$ cat src/rtl/rv64g_l2_dir_update.sv
// L2 directory update engine: zero-sweeps the directory after reset, then applies
// one coherence op per request as a read-modify-write of a single way's entry.
module rv64g_l2_dir_update #(
  parameter int SETS  = 256,
  parameter int WAYS  = 16,
  parameter int CORES = 4,
  localparam int OW = $clog2(CORES),
  localparam int SW = $clog2(SETS),
  localparam int WW = $clog2(WAYS)
) (
  input  logic                  clk,
  input  logic                  rst_n,
  // Both handshakes: a beat transfers on a rising edge where valid && ready;
  // the producer holds valid and its payload stable until that edge.
  input  logic                  req_valid_i,
  output logic                  req_ready_o,
  input  logic [SW-1:0]         req_set_i,
  input  logic [WW-1:0]         req_way_i,
  input  logic [2:0]            req_op_i,
  input  logic [OW-1:0]         req_core_i,
  input  logic                  req_dirty_i,
  output logic                  rsp_valid_o,
  input  logic                  rsp_ready_i,
  output logic                  rsp_valid_st_o,
  output logic [CORES-1:0]      rsp_sharers_o,
  output logic                  rsp_owner_valid_o,
  output logic [OW-1:0]         rsp_owner_id_o,
  output logic                  rsp_dirty_o,
  output logic                  rsp_err_o,
  output logic                  init_done_o,
  output logic [SW-1:0]         dir_rd_set_o,
  input  logic [WAYS-1:0]       dir_rd_valid_i,
  input  logic [WAYS*CORES-1:0] dir_rd_sharers_i,
  input  logic [WAYS-1:0]       dir_rd_owner_valid_i,
  input  logic [WAYS*OW-1:0]    dir_rd_owner_id_i,
  input  logic [WAYS-1:0]       dir_rd_dirty_i,
  output logic                  dir_we_o,
  output logic [SW-1:0]         dir_wr_set_o,
  output logic [WW-1:0]         dir_wr_way_o,
  output logic                  dir_wr_valid_o,
  output logic [CORES-1:0]      dir_wr_sharers_o,
  output logic                  dir_wr_owner_valid_o,
  output logic [OW-1:0]         dir_wr_owner_id_o,
  output logic                  dir_wr_dirty_o,
  output logic [1:0]            dbg_state
);

  typedef enum logic [1:0] {S_INIT, S_IDLE, S_UPDATE, S_RESP} state_t;

  localparam logic [2:0] OP_READ       = 3'd0;
  localparam logic [2:0] OP_ADD_SHARER = 3'd1;
  localparam logic [2:0] OP_REMOVE     = 3'd2;
  localparam logic [2:0] OP_SET_OWNER  = 3'd3;
  localparam logic [2:0] OP_INVALIDATE = 3'd4;
  localparam logic [2:0] OP_MARK_DIRTY = 3'd5;

  state_t          state;
  logic [SW-1:0]   set_cnt;
  logic [WW-1:0]   way_cnt;
  logic [SW-1:0]   set_q;
  logic [WW-1:0]   way_q;
  logic [2:0]      op_q;
  logic [OW-1:0]   core_q;
  logic            dirty_q;

  logic            old_v, old_ov, old_d;
  logic [CORES-1:0] old_sh;
  logic [OW-1:0]   old_id;
  logic            new_v, new_ov, new_d;
  logic [CORES-1:0] new_sh;
  logic [OW-1:0]   new_id;
  logic            upd_we, upd_err, owned_by_core;

  assign old_v  = dir_rd_valid_i[way_q];
  assign old_sh = dir_rd_sharers_i[way_q*CORES +: CORES];
  assign old_ov = dir_rd_owner_valid_i[way_q];
  assign old_id = dir_rd_owner_id_i[way_q*OW +: OW];
  assign old_d  = dir_rd_dirty_i[way_q];
  assign owned_by_core = old_ov && (old_id == core_q);

  // New entry starts as the old one so untouched fields are written back as-is.
  always_comb begin
    new_v   = old_v;
    new_sh  = old_sh;
    new_ov  = old_ov;
    new_id  = old_id;
    new_d   = old_d;
    upd_we  = 1'b0;
    upd_err = 1'b0;
    case (op_q)
      OP_READ: ;
      OP_ADD_SHARER: begin
        upd_we = 1'b1;
        new_v  = 1'b1;
        new_sh = old_sh | (CORES'(1) << core_q);
        if (old_ov) begin
          new_sh = old_sh | (CORES'(1) << core_q) | (CORES'(1) << old_id);
          new_ov = 1'b0;
          new_d  = 1'b0;
        end
      end
      OP_REMOVE: begin
        upd_we = 1'b1;
        new_sh = old_sh & ~(CORES'(1) << core_q);
        if (owned_by_core) begin
          new_ov = 1'b0;
          new_d  = 1'b0;
        end
      end
      OP_SET_OWNER: begin
        upd_we = 1'b1;
        new_v  = 1'b1;
        new_sh = '0;
        new_ov = 1'b1;
        new_id = core_q;
        new_d  = dirty_q;
      end
      OP_INVALIDATE: begin
        upd_we = 1'b1;
        new_v  = 1'b0;
        new_sh = '0;
        new_ov = 1'b0;
        new_id = '0;
        new_d  = 1'b0;
      end
      OP_MARK_DIRTY: begin
        if (owned_by_core) begin
          upd_we = 1'b1;
          new_d  = 1'b1;
        end else begin
          upd_err = 1'b1;
        end
      end
      default: upd_err = 1'b1;
    endcase
  end

  assign req_ready_o  = (state == S_IDLE);
  assign dir_rd_set_o = set_q;
  assign dbg_state    = state;

  // Write enable is qualified with rst_n so a reset landing mid-sweep or
  // mid-update never lets a write escape while reset is held.
  always_comb begin
    dir_we_o             = 1'b0;
    dir_wr_set_o         = set_cnt;
    dir_wr_way_o         = way_cnt;
    dir_wr_valid_o       = 1'b0;
    dir_wr_sharers_o     = '0;
    dir_wr_owner_valid_o = 1'b0;
    dir_wr_owner_id_o    = '0;
    dir_wr_dirty_o       = 1'b0;
    if (state == S_INIT) begin
      dir_we_o = rst_n;
    end else if (state == S_UPDATE) begin
      dir_we_o             = rst_n && upd_we;
      dir_wr_set_o         = set_q;
      dir_wr_way_o         = way_q;
      dir_wr_valid_o       = new_v;
      dir_wr_sharers_o     = new_sh;
      dir_wr_owner_valid_o = new_ov;
      dir_wr_owner_id_o    = new_id;
      dir_wr_dirty_o       = new_d;
    end
  end

  always_ff @(posedge clk or negedge rst_n) begin
    if (!rst_n) begin
      state             <= S_INIT;
      set_cnt           <= '0;
      way_cnt           <= '0;
      init_done_o       <= 1'b0;
      set_q             <= '0;
      way_q             <= '0;
      op_q              <= '0;
      core_q            <= '0;
      dirty_q           <= 1'b0;
      rsp_valid_o       <= 1'b0;
      rsp_valid_st_o    <= 1'b0;
      rsp_sharers_o     <= '0;
      rsp_owner_valid_o <= 1'b0;
      rsp_owner_id_o    <= '0;
      rsp_dirty_o       <= 1'b0;
      rsp_err_o         <= 1'b0;
    end else begin
      case (state)
        S_INIT: begin
          if (way_cnt == WW'(WAYS - 1)) begin
            way_cnt <= '0;
            if (set_cnt == SW'(SETS - 1)) begin
              set_cnt     <= '0;
              init_done_o <= 1'b1;
              state       <= S_IDLE;
            end else begin
              set_cnt <= set_cnt + 1'b1;
            end
          end else begin
            way_cnt <= way_cnt + 1'b1;
          end
        end
        S_IDLE: begin
          if (req_valid_i) begin
            set_q   <= req_set_i;
            way_q   <= req_way_i;
            op_q    <= req_op_i;
            core_q  <= req_core_i;
            dirty_q <= req_dirty_i;
            state   <= S_UPDATE;
          end
        end
        S_UPDATE: begin
          rsp_valid_st_o    <= old_v;
          rsp_sharers_o     <= old_sh;
          rsp_owner_valid_o <= old_ov;
          rsp_owner_id_o    <= old_id;
          rsp_dirty_o       <= old_d;
          rsp_err_o         <= upd_err;
          rsp_valid_o       <= 1'b1;
          state             <= S_RESP;
        end
        S_RESP: begin
          if (rsp_ready_i) begin
            rsp_valid_o <= 1'b0;
            state       <= S_IDLE;
          end
        end
        default: state <= S_INIT;
      endcase
    end
  end

endmodule

$ cat config.mk
export PLATFORM = sky130hd
export DESIGN_NAME = rv64g_l2_dir_update
export DESIGN_NICKNAME = d
export VERILOG_FILES = /design/src/rtl/rv64g_l2_dir_update.sv
export SDC_FILE = /design/constraint.sdc
export NUM_CORES = 1
export LEC_CHECK = 0
export BUFFER_PORTS_ARGS = -buffer_cell sky130_fd_sc_hd__buf_2
export CAP_MARGIN = 20
export CORE_ASPECT_RATIO = 2
export CORE_MARGIN = 2
export CORE_UTILIZATION = 48
export DETAILED_ROUTE_END_ITERATION = 7
export MAX_ROUTING_LAYER = met4
export PLACE_DENSITY_LB_ADDON = 0.3
export SYNTH_ARGS = -nofsm -noshare
export SYNTH_HDL_FRONTEND = slang
export SYNTH_SLANG_ARGS = --single-unit
$ cat constraint.sdc
create_clock -name clk -period 7 [get_ports clk]
set_input_delay 0.35 -clock clk [delete_from_list [all_inputs] [get_ports clk]]
set_output_delay 0.35 -clock clk [all_outputs]
set_load 0.02 [all_outputs]
==> reports/summary.txt <==
STATUS
--------------------------------------------------------------------------------------------------------
Run status                                                                                  finished clean

GRT
--------------------------------------------------------------------------------------------------------
Via count of the first global-routing pass                                                         3,696
Combined global-route utilization of all metal layers                                              27.5%
Routing usage on met3                                                                              2.22%
Most crowded layer after global routing                                                             met2
Fraction of met2 tracks used by global routing                                                     53.4%
Final global-route overflow total                                                                      0
Global-route wire length before repair                                                         16,900 µm
Initial antenna violation count                                                                        1
Pin count of the biggest net entering global routing                                                  46
Met1 usage in global routing                                                                       26.5%

TIMING
--------------------------------------------------------------------------------------------------------
Worst setup skew after layout                                                                 0.00399 ns
Max Fclk                                                                                         274 MHz
Tmin final                                                                                       3.65 ns
Max-slew violation total from the final report                                                         0
Slew Limit Headroom                                                                                32.9%
Worst Hold Slack                                                                                0.146 ns
Transition time at the pin with the least slew margin                                            1.01 ns
Setup total negative slack                                                                          0 ns
Setup Viol. Count Final                                                                                0
Fin crit share                                                                                     52.1%
Hold Violations, Final                                                                                 0
Unrepaired setup endpoints after global routing                                                    false

FLOORPLAN
--------------------------------------------------------------------------------------------------------
IO Count                                                                                             211
Number of placement rows                                                                              44
Effective utilization at floorplan                                                                 49.7%
Die outline width                                                                                65.4 µm
Die footprint                                                                                0.00828 mm²
Y dimension of the die                                                                            127 µm
Area of the placeable core                                                                   0.00727 mm²

YOSYS
--------------------------------------------------------------------------------------------------------
Commonest register cell after synthesis                                                     sky130_fd_sc_hd__dfrtp_1
Cell area after synthesis                                                                    0.00361 mm²
Adder-cell area share of the yosys netlist                                                         2.77%
Portion of the post-synthesis area used by sequential elements                                     30.5%
Number of instances in the synthesized netlist                                                       310
Multiplexer fraction of the synthesized cell area                                                  43.1%
Synth unique cells                                                                                    42
Post-Synth XOR/XNOR Area                                                                           1.45%
Average cell area after synthesis                                                               11.7 µm²
Complex-gate fraction of the synthesized area                                                      9.90%
Count of synthesis-stage warnings from yosys                                                           0
Simple-gate share of the synthesized area                                                          7.17%
Combinational family with the most area after synthesis                                     multiplexers
Syn_nets                                                                                             484
Share of flip-flops with an asynchronous set or reset                                               100%
Number of register bits inferred by synthesis                                                         44
Number of flops mapped to enable cells by yosys                                                        0

CRITICAL PATH
--------------------------------------------------------------------------------------------------------
Largest fanout of any net on the critical path                                                        40
WP buf/inv                                                                                             1
Cell with the largest stage delay on the worst path                                         sky130_fd_sc_hd__dfrtp_2
WP data required                                                                                 6.65 ns
Arrival @ worst endpoint                                                                         3.30 ns
Critical Path Max Stage Delay                                                                    1.02 ns
Worst Setup Path Type                                                                         reg -> out
Startpoint Class                                                                               flip-flop
Sort of element at the end of the critical path                                               output pin
Critical-path cell list                                                                     mux4_1, mux4_2, a311oi_1, o2bb2ai_1, a31oi_1, buf_2
Gate family responsible for the most delay along the worst path                             multiplexers

DETAILED ROUTING
--------------------------------------------------------------------------------------------------------
Post-route DRC                                                                                         0
Initial detailed-routing violation count                                                             112
Post-route antenna net violation count                                                                 0
Length of the first detailed-routing pass in iterations                                                4
Total vias in the final route                                                                      3,457
Per-cell routed wire length                                                                      18.2 µm
Via density per instance                                                                            5.77
Routed wire length                                                                             10,900 µm

PLACED DESIGN
--------------------------------------------------------------------------------------------------------
Instance area at placement                                                                   0.00467 mm²
Detailed placement HPWL                                                                          8790 µm
IO Port Bufs                                                                                         210
DP Cell Count                                                                                        590
Final weighted congestion of routability-driven global placement                                   0.859

CTS
--------------------------------------------------------------------------------------------------------
Clock root buffer                                                                           sky130_fd_sc_hd__clkbuf_16
Count of cells resized by post-cts repair                                                              0
Maximum level of the CTS H-tree                                                                        2
Post-CTS clock slew at the launch and capture registers of the worst setup and hold paths        0.06 ns
Hold-fix buffers, CTS                                                                                  0
Number of buffers added by the clock tree synthesis step                                               5
CTS sink count                                                                                        44
Maximum count of clock buffers along a single path                                                     2
Number of buffers inserted to repair setup after CTS                                                   0
CTS tree                                                                                           built
Clock network latency to the later pin of the worst-skew pair                                    0.29 ns

LAYOUT
--------------------------------------------------------------------------------------------------------
Post-route insts no fill                                                                             599
Post-route cell area                                                                         0.00484 mm²
Post-layout nets                                                                                     679
Layout cell share with drive strength beyond 1                                                     60.3%
Growth of design area from synthesis to finish                                                     34.0%

POWER
--------------------------------------------------------------------------------------------------------
Overall power                                                                                     603 µW
Cell leakage power                                                                            0.00227 µW
Peak supply drop                                                                             0.0000892 V
Total power per unit cell area                                                                125 mW/mm²

JOB
--------------------------------------------------------------------------------------------------------
MaxCap Viol Count                                                                                      0

WORST HOLD PATH
--------------------------------------------------------------------------------------------------------
Hold Crit Class                                                                              in -> async

placed cells by master (no fill, tap or decap), types with 3 or more instances in the layout:
cell type | netlist | layout
sky130_fd_sc_hd__and3_1 | 3 | 3
sky130_fd_sc_hd__mux2_2 | 41 | 41
sky130_fd_sc_hd__a21oi_1 | 16 | 16
sky130_fd_sc_hd__nand2_1 | 19 | 19
sky130_fd_sc_hd__nor2_1 | 13 | 13
sky130_fd_sc_hd__o22ai_1 | 3 | 3
sky130_fd_sc_hd__nand2b_1 | 3 | 3
sky130_fd_sc_hd__mux2i_1 | 19 | 19
sky130_fd_sc_hd__nand4_1 | 6 | 6
sky130_fd_sc_hd__buf_2 | 3 | 210
sky130_fd_sc_hd__mux4_2 | 37 | 37
sky130_fd_sc_hd__a211oi_1 | 4 | 4
sky130_fd_sc_hd__buf_4 | 2 | 4
sky130_fd_sc_hd__inv_1 | 11 | 11
sky130_fd_sc_hd__nand3_1 | 3 | 3
sky130_fd_sc_hd__a31oi_1 | 5 | 5
sky130_fd_sc_hd__nor2b_1 | 3 | 3
sky130_fd_sc_hd__xnor2_1 | 6 | 6
sky130_fd_sc_hd__dfrtp_1 | 44 | 42
sky130_fd_sc_hd__clkbuf_16 | 0 | 5
sky130_fd_sc_hd__o21ai_0 | 21 | 21
sky130_fd_sc_hd__ha_1 | 8 | 8
path summary, 6_finish.rpt:
| kind | start | endpoint | slack, ns | cells past startpoint |
|---|---|---|---|---|
| max | way_q[1] | dir_wr_dirty_o | 3.35 | 6 |
| min in group clk | rsp_ready_i | rsp_valid_o | 0.27 | 2 |
| max in group asynchronous | rst_n | way_q[1] | 6.42 | 2 |
| min reg2reg | init_done_o | init_done_o | 0.46 | 1 |
| max reg2reg | way_q[1] | rsp_err_o | 4.28 | 5 |
| min | rst_n | rsp_valid_o | 0.15 | 2 |
per-layer routing:
metal | vias to the layer above | part of all wire, % | wire length [µm]
li1 | 1587 | - | -
met1 | 1673 | 33 | 3610
met2 | 170 | 58 | 6300
met3 | 27 | 5.6 | 608
met4 | 0 | 3.5 | 380
met5 | - | 0 | 0
worst register-to-register path, delay by kind of cell, from the launching register on:
| kind | cells | cell delay, ns |
|---|---|---|
| AO/OA/AOI/OAI | 1 | 0.16 |
| flip-flops | 1 | 1.02 |
| multiplexers | 2 | 1.24 |
| AND/OR/NAND/NOR | 2 | 0.22 |
logic make-up (layout without fill, tap and decap cells):
| kind of cell | count (synthesis) | after routing |
|---|---|---|
| mux | 100 | 100 |
| flops | 44 | 44 |
| simple gates | 54 | 54 |
| fa+ha+maj | 8 | 8 |
| buf+inv | 38 | 234 |
| compound gates | 60 | 60 |
| xor+xnor | 6 | 6 |
| other cells | 0 | 1 |
metrics by stage:
| step | setup slack (ns) | utilization [%] |
|---|---|---|
| global placement | 3.67 | 64.3 |
| global route | 3.11 | 66.6 |
| detailed placement | 3.63 | 64.3 |
| CTS | 3.31 | 66.6 |
| floorplan | 4.24 | - |
| finish | 3.35 | 66.6 |
final cells by class:
| class | instances | area [µm²] |
|---|---|---|
| fillers | 610 | 2430 |
| multi-input cells | 228 | 2330 |
| flip-flops and latches | 44 | 1100 |
| repair buffers | 214 | 1080 |
| clock buffers | 5 | 125 |
| well taps | 92 | 115 |
| inverters | 12 | 45.0 |
| clock inverters | 3 | 42.5 |
| diodes | 1 | 2.50 |
registers in the layout (all words and copies together), names as in the netlist:
register           cells
rsp_err_o              1
rsp_valid_o            1
way_cnt                4
rsp_owner_id_o         2
rsp_dirty_o            1
dirty_q                1
dir_rd_set_o           8
op_q                   3
set_cnt                8
init_done_o            1
way_q                  4
dbg_state              2
rsp_sharers_o          4
core_q                 2
rsp_owner_valid_o      1
rsp_valid_st_o         1
synthesized netlist by cell type, drive strengths merged, types with 3 or more instances:
library cell	number	share of area (%)
nand2b	3	0.52
a211oi	4	0.83
o21ai	21	2.9
dfrtp	44	30
a31oi	5	0.87
clkbuf	17	1.8
nor2	13	1.4
xnor2	6	1.5
inv	12	1.2
buf	9	2.1
mux4	38	24
o22ai	3	0.52
mux2i	21	6.5
ha	8	2.8
nand3	3	0.42
mux2	41	13
nor2b	3	0.52
nand2	19	2.0
and3	3	0.52
nand4	6	1.0
a21oi	16	2.2
power by group:
group | total, µW | switching [µW] | internal [µW] | leakage, µW
Clock | 267 | 99.1 | 168 | 0.0000798
Combinational | 82.0 | 30.3 | 51.7 | 0.00162
Sequential | 254 | 0 | 254 | 0.000576
Total | 603 | 129 | 474 | 0.00227
No activity file was read; power rests on OpenSTA's default activity.
